**config.mk**
```make
export PLATFORM = sky130hd
export DESIGN_NAME = cache_fill_fsm
export DESIGN_NICKNAME = d
export VERILOG_FILES = /design/src/rtl/cache_fill_fsm.sv
export SDC_FILE = /design/constraint.sdc
export NUM_CORES = 1
export LEC_CHECK = 0
export ABC_AREA = 0
export CORE_MARGIN = 1.5
export CORE_UTILIZATION = 39
export CTS_CLUSTER_DIAMETER = 150
export CTS_CLUSTER_SIZE = 25
export DETAILED_ROUTE_END_ITERATION = 7
export MAX_ROUTING_LAYER = met4
export PLACE_DENSITY = 0.77
export SYNTH_ARGS = -nofsm -noshare
export SYNTH_HDL_FRONTEND = slang
export SYNTH_SLANG_ARGS = --single-unit
```
**constraint.sdc**
```tcl
create_clock -name clk -period 1.8 [get_ports clk]
set_clock_uncertainty 0.15 [all_clocks]
set_input_delay 0.27 -clock clk [delete_from_list [all_inputs] [get_ports clk]]
set_output_delay 0.27 -clock clk [all_outputs]
set_load 0.01 [all_outputs]
```
**src/rtl/cache_fill_fsm.sv**
```systemverilog
// cache_fill_fsm
// Miss handler for the direct-mapped cache. On a miss it fetches the whole
// block from main memory, one read per cycle. Each returned word goes to the
// data array, and {valid,tag} is written once the last word has landed.
// fsm_busy holds the requester stalled for the whole fill.
//
// Optional build: define CRITICAL_WORD_FIRST_EN to start issue and receive
// order at the missing word (miss_address[WORD_BITS:1]) and wrap around the
// block. In the default build the order is always 0..2^WORD_BITS-1. Tag
// timing, beat count and fsm_busy are the same in both builds.
//
// state | meaning
// IDLE  | waiting for a miss; accepts one on the next edge
// FILL  | issuing reads and writing returned words into the data array
// TAG   | one cycle: write {valid,tag}; always followed by IDLE

module cache_fill_fsm #(
  parameter int ADDR_WIDTH = 16,
  parameter int WORD_BITS  = 3
) (
  input  logic                  clk,
  input  logic                  rst,
  input  logic                  miss_detected,
  input  logic [ADDR_WIDTH-1:0] miss_address,
  input  logic                  memory_data_valid,
  output logic                  fsm_busy,
  output logic                  mem_read_en,
  output logic [ADDR_WIDTH-1:0] memory_address,
  output logic                  write_data_array,
  output logic [WORD_BITS-1:0]  word_num,
  output logic                  write_tag_array
);

  // Block base occupies the address bits above the word offset and byte bit.
  localparam int BASE_LSB = WORD_BITS + 1;

  typedef enum logic [1:0] {
    IDLE = 2'd0,
    FILL = 2'd1,
    TAG  = 2'd2
  } state_t;

  state_t                       state;
  state_t                       state_next;

  logic [ADDR_WIDTH-1:BASE_LSB] base_addr;
  logic [WORD_BITS-1:0]         order_start;
  logic [WORD_BITS-1:0]         issue_cnt;
  logic [WORD_BITS-1:0]         recv_cnt;
  logic [WORD_BITS-1:0]         issue_idx;
  logic [WORD_BITS-1:0]         recv_idx;
  logic                         issue_done;
  logic                         miss_accept;
  logic                         issue_fire;
  logic                         recv_fire;
  logic                         last_beat;

`ifdef CRITICAL_WORD_FIRST_EN
  logic [WORD_BITS-1:0] start_word;
  logic                 unused_addr_lsb;

  // Remember the critical word so both issue and receive order start there.
  always_ff @(posedge clk) begin
    if (rst) begin
      start_word <= '0;
    end else if (miss_accept) begin
      start_word <= miss_address[WORD_BITS:1];
    end
  end

  assign order_start     = start_word;
  assign unused_addr_lsb = miss_address[0];
`else
  logic unused_addr_lsb;

  assign order_start     = '0;
  assign unused_addr_lsb = ^miss_address[WORD_BITS:0];
`endif

  // Slot order is a rotation of the beat count; the add wraps within the block.
  assign issue_idx   = order_start + issue_cnt;
  assign recv_idx    = order_start + recv_cnt;

  assign miss_accept = (state == IDLE) && miss_detected;
  assign issue_fire  = (state == FILL) && !issue_done;
  assign recv_fire   = (state == FILL) && memory_data_valid;
  assign last_beat   = recv_fire && (&recv_cnt);

  // State register.
  always_ff @(posedge clk) begin
    if (rst) begin
      state <= IDLE;
    end else begin
      state <= state_next;
    end
  end

  // Latch the block base of the accepted miss; held for the whole fill.
  always_ff @(posedge clk) begin
    if (rst) begin
      base_addr <= '0;
    end else if (miss_accept) begin
      base_addr <= miss_address[ADDR_WIDTH-1:BASE_LSB];
    end
  end

  // Issue counter: one read per FILL cycle until the whole block is requested.
  always_ff @(posedge clk) begin
    if (rst) begin
      issue_cnt  <= '0;
      issue_done <= 1'b0;
    end else if (miss_accept) begin
      issue_cnt  <= '0;
      issue_done <= 1'b0;
    end else if (issue_fire) begin
      issue_cnt <= issue_cnt + 1'b1;
      if (&issue_cnt) begin
        issue_done <= 1'b1;
      end
    end
  end

  // Receive counter: advances only on beats accepted while in FILL.
  always_ff @(posedge clk) begin
    if (rst) begin
      recv_cnt <= '0;
    end else if (miss_accept) begin
      recv_cnt <= '0;
    end else if (recv_fire) begin
      recv_cnt <= recv_cnt + 1'b1;
    end
  end

  // Next-state and output decode; outputs follow state and the valid strobe.
  always_comb begin
    state_next       = state;
    fsm_busy         = 1'b0;
    mem_read_en      = 1'b0;
    memory_address   = {base_addr, issue_idx, 1'b0};
    write_data_array = 1'b0;
    word_num         = recv_idx;
    write_tag_array  = 1'b0;

    case (state)
      IDLE: begin
        if (miss_detected) begin
          state_next = FILL;
        end
      end

      FILL: begin
        fsm_busy         = 1'b1;
        mem_read_en      = issue_fire;
        write_data_array = recv_fire;
        if (last_beat) begin
          state_next = TAG;
        end
      end

      TAG: begin
        // Back to IDLE unconditionally, so the cache re-checks hit/miss
        // before any further miss is accepted.
        fsm_busy        = 1'b1;
        write_tag_array = 1'b1;
        state_next      = IDLE;
      end

      default: begin
        state_next = IDLE;
      end
    endcase
  end

endmodule
```
# After elaboration in Yosys (flattened, before gate mapping)
# Index checks and enable logic that the tools add are counted.
[op_classes]
div_mod_pow = 0
shift = 0
n_mul = 0
n_reduce_logical = 11
magnitude_cmp = 0
addsub = 2
bitwise_logic = 0
n_eq_ne = 4
muxes = 7
[ops]
columns = ["cell", "count"]
rows = [
  ["3-bit by 1-bit adder with 3-bit output (second input constant)", 2],
  ["1-bit logical AND", 4],
  ["1-bit 2-to-1 mux", 4],
  ["2-bit 2-to-1 mux", 2],
  ["2-bit != test (second input constant)", 2],
  ["2-bit one-hot mux with 2 select lines", 1],
  ["4-bit AND reduction", 1],
  ["2-bit OR reduction", 2],
  ["3-bit AND reduction", 1],
  ["2-bit by 1-bit == test with 1-bit output (second input constant)", 1],
  ["2-bit == test (second input constant)", 1],
  ["2-bit zero test", 1],
  ["2-bit AND reduction", 1],
  ["1-bit zero test", 1],
]
[word_totals]
romBits = 0
elab_cells = 29
in_bits = 20
latch_bits = 0
regBits = 21
memories = 0
mem_bits_rw = 0
out_inout_bits = 23

# Depth between registers and ports, before layout
[logic_depth]
depth_word = 5
ltp_mapped = 6
ltp_nobuf = 5

# Worst setup path after synthesis
# Ideal clock, no wire load.
[synth_path]
path_type = "register to register"
from = "reg state[1]"
to = "reg issue_cnt[1]"
path_buffers = 0
setup_slack_ns = 0.419
t_arrival_ns = 1.110
path_stages_with_launch = 6
cell_sequence = "dfxtp_1 inv_1 ha_1 and2b_2 mux2i_1 nor2_1"
[synth_via]
elab_chain_cells = 3
word_cells_on_any_way = 5
cone_classes = "eq/ne: 1; reduce/logical: 4"
[synth_rtl]
columns = ["element", "line_no", "source"]
rows = [
  ["from (decl)", "43", "state_t state;"],
  ["from (signal assigned)", "94", "state <= state_next;"],
  ["2-bit zero test", "84", "assign miss_accept = (state == IDLE) && miss_detected;"],
  ["1-bit logical AND", "84", ""],
  ["2-bit OR reduction (no line)", "-", ""],
  ["to (signal assigned)", "116", "issue_cnt <= issue_cnt + 1'b1;"],
  ["to (decl)", "48", "logic [WORD_BITS-1:0] issue_cnt;"],
]
# Several ways; a longest one is shown, not always the timed one.
# A chain may end at the register's enable or synchronous reset.

# Worst setup path in the final report
[layout_path]
from = "reg state[1]"
to = "out mem_read_en"
[layout_via]
elab_chain_cells = 3
[layout_rtl]
columns = ["element", "line_no", "source"]
rows = [
  ["2-bit by 1-bit == test with 1-bit output (*)", "85, 144", ""],
  ["1-bit logical AND", "85", "assign issue_fire = (state == FILL) && !issue_done;"],
  ["1-bit 2-to-1 mux (*)", "144", "case (state)"],
  ["to (decl)", "27", "output logic mem_read_en,"],
]
# Every way passes the cells marked *; elsewhere a longest branch is shown, timed or not.

==> flow_summary.toml <==
[run_status]
outcome = "finished, final reports clean"

[synth]
yosys.cell_count.top_type = "nand2_1"
synth_top_area_share_pct = 46.54
synthAdderAreaFrac_pct = 11.08
synth_compound_area_share_pct = 9.418
ys_async_sr_fraction_pct = 0
ys_warn_count = 0
synth.area.mux_share_pct = 3.324
synth-xor-area-share_pct = 2.909
synthTopCellsByArea = "dfxtp_1 (47%), nand2_1 (12%), ha_1 (11%), a21oi_1 (7.8%), nand2b_1 (3.5%)"
yosys.area.top_type = "dfxtp_1"
ys_ff_latch = 21
synth_top_family_by_area = "simple AND/OR/NAND/NOR gates"
synth_commonest_cells = "nand2_1 (29), dfxtp_1 (21), a21oi_1 (14)"
yosys.area_share.simple_pct = 21.88
synth_edf_count = 0
synth_cell_types = 21
ys.flop_type = "dfxtp_1"
syn_nets = 133
avgSynthCellArea_sq_um = 8.603
syn_area_sq_um = 903.4
synth-seq-area-share_pct = 46.54
netlist_instances = 105

[floorplanning]
core_sq_um = 2191
die-area_sq_um = 2614
start_util_pct = 41.23
die_y_microns = 51.13
num_rows = 17
die_x_microns = 51.13
top_level_ports = 43

[job]
drv_cap = 0

[clocking]
htree_levels = 1
clkLatencyLatePin_ns = 0.29
ctsHoldBuffers = 0
clockBufferDepth = 2
cts_tree = "built"
cts.clk_slew.worst_paths_ns = 0.11
cts.sinks = 21
cts_root_buf = "clkbuf_4"
numCtsBuffers = 3

[sta]
drv_slew = 0
hold_viol_final = 0
finalCritPeriodShare_pct = 95.90
layout_setup_ws_ns = 0.07382
post-route-min-period_ns = 1.726
fmax_mhz = 579.3
setup_tns_ns = 0
rsz0062_at_grt = "false"
setup_violations = 0

[placed_design]
port_buffers = 37
place_ws_ns = -0.09148
globalplace.congestion = 0.7137
hpwl_mm = 1.580
placed_area_sq_um = 1340

[drt]
dr.max_layer_used = "met4"
drt-total-wl_mm = 2.104
viasPerCell = 4.676
wl_per_cell_microns = 11.75
drt-met1-wl_microns = 897
dr_wl_met3_microns = 90
num_vias = 837
drtIter0Drc = 11
drc = 0
drt-pass1-iter-count = 4
antenna_left = 0
wl_met2_mm = 1.100

[setup_path]
cp_max_fo = 5
rr_startpoint = "state[1]"
rrSetupSlack_ns = 0.28
cpPeakStageDelay_ns = 0.34
arrival_ns = 1.31
worstSetupPathType = "reg2out"
r2r-end = "state[1]"
rr_worst_depth = 6
slowest_stage = "dfxtp_2"
end_kind = "output pin"
crit_chain = "inv_1 -> ha_4 -> and2b_2 -> clkdlybuf4s15_1"
worstPathRequired_ns = 1.38
cp-start-kind = "register"

[grt]
grt-ovfl-total = 0
antenna_found_initial = 0
grt_pass1_wl_mm = 3.401
grt_util_all_layers_pct = 17.80
grt_max_degree = 13
grt_pass1_vias = 836

[power]
power_density_nw_per_um2 = 1065
ir_worst_vdd_v = 0.0006275
leakage_nw = 0.5758

[finish]
final_nets = 180
stdcell_area_sq_um = 1388
area_growth_pct = 53.60
drive_gt1_share_pct = 14.57
fillers = 181
diodes = 0

[hold_path]
hold_path_end = "base_addr[5]"
hold_path_depth = 2
hp-class = "reg2reg"
worstHoldStart = "base_addr[5]"
## per-stage QoR
step | hold slack [ns] | cells | util (%) | total power, mW
floorplan | 0.2551 | 105 | - | 0.9220
global placement | 0.2920 | 173 | 61.17 | 1.219
detailed placement | 0.2971 | 173 | 61.17 | 1.241
CTS | 0.3143 | 179 | 63.62 | 1.489
global route | 0.3466 | 179 | 63.34 | 1.581
finish | 0.3122 | 179 | 63.34 | 1.477
## power breakdown
part	leakage [nW]	switching [mW]	total [mW]	internal, mW
Sequential	0.172	0.0472	0.587	0.540
Clock	0.0177	0.137	0.220	0.0827
Combinational	0.386	0.312	0.670	0.358
## worst max path at each step
| stage | from | end | slack (ns) | cells after the start |
|---|---|---|---|---|
| 2_1_floorplan | state[1] | issue_cnt[1] | 0.42 | 5 |
| 3_3_place_gp | memory_data_valid | write_data_array | -0.08 | 4 |
| 3_5_place_dp | memory_data_valid | write_data_array | -0.09 | 4 |
| 4_1_cts | state[1] | mem_read_en | 0.01 | 4 |
| 5_1_grt | state[1] | mem_read_en | 0.02 | 4 |
| 6_report | state[1] | mem_read_en | 0.07 | 4 |
## repair_timing
item / in CTS / in global routing
endpoints found under the setup margin: 4 / 5
resized for setup: 9 / 5
gates cloned: 0 / 0
setup buffers: 2 / 0
## cell usage in the layout (no fill, tap or decap)
cell type,count
nand3b_1,1
nor2b_1,1
dfxtp_1,19
inv_1,3
a21oi_2,1
nand2_1,29
buf_4,10
ha_1,7
a31oi_1,1
ha_4,1
nand3_1,2
clkbuf_4,3
and2_2,1
clkinv_2,1
clkbuf_2,2
nand2b_1,5
dlygate4sd2_1,1
and2b_2,1
clkdlybuf4s50_1,33
nor2_1,5
clkdlybuf4s15_1,1
dfxtp_2,2
conb_1,1
xor2_1,2
a21oi_1,14
mux2i_1,3
xnor2_1,1
## cells by family (layout without fill, tap and decap cells)
family          after synthesis  count (layout)
simple gates                 45              45
flops                        21              21
compound gates               16              16
fa+ha+maj                     8               8
buf+inv                       8              54
xor+xnor                      3               3
mux                           3               3
other cells                   1               1
## layer usage
| layer | up-vias | GRT usage (%) |
|---|---|---|
| met5 | - | - |
| li1 | 427 | - |
| met3 | 2 | 1.170 |
| met2 | 23 | 32.03 |
| met1 | 385 | 19.74 |
| met4 | 0 | 9.009 |
## flip-flops by register name (all words and copies together) (netlist names)
| name | cells |
|---|---|
| base_addr | 12 |
| issue_cnt | 3 |
| state | 2 |
| issue_done | 1 |
| recv_cnt | 3 |
## critical path, delay by kind of cell, from the launching register on
family	cells	cell delay, ns
DFF	1	0.34
buffers and inverters	2	0.29
and+or+nand+nor	1	0.19
adders and majority gates	1	0.18
## cell type report
cell class                 instances  area (sq um)  share of cell area, %
clock buffer                       3         22.52                  1.623
clock inverter                     1         5.005                 0.3607
inverter                           3         11.26                 0.8115
multi-input combinational         76         456.7                  32.91
sequential                        21         422.9                  30.48
tap                               28         35.03                  2.525
timing repair buffer              47         434.2                  31.29
Note: power is estimated with default switching activity, not from simulation.
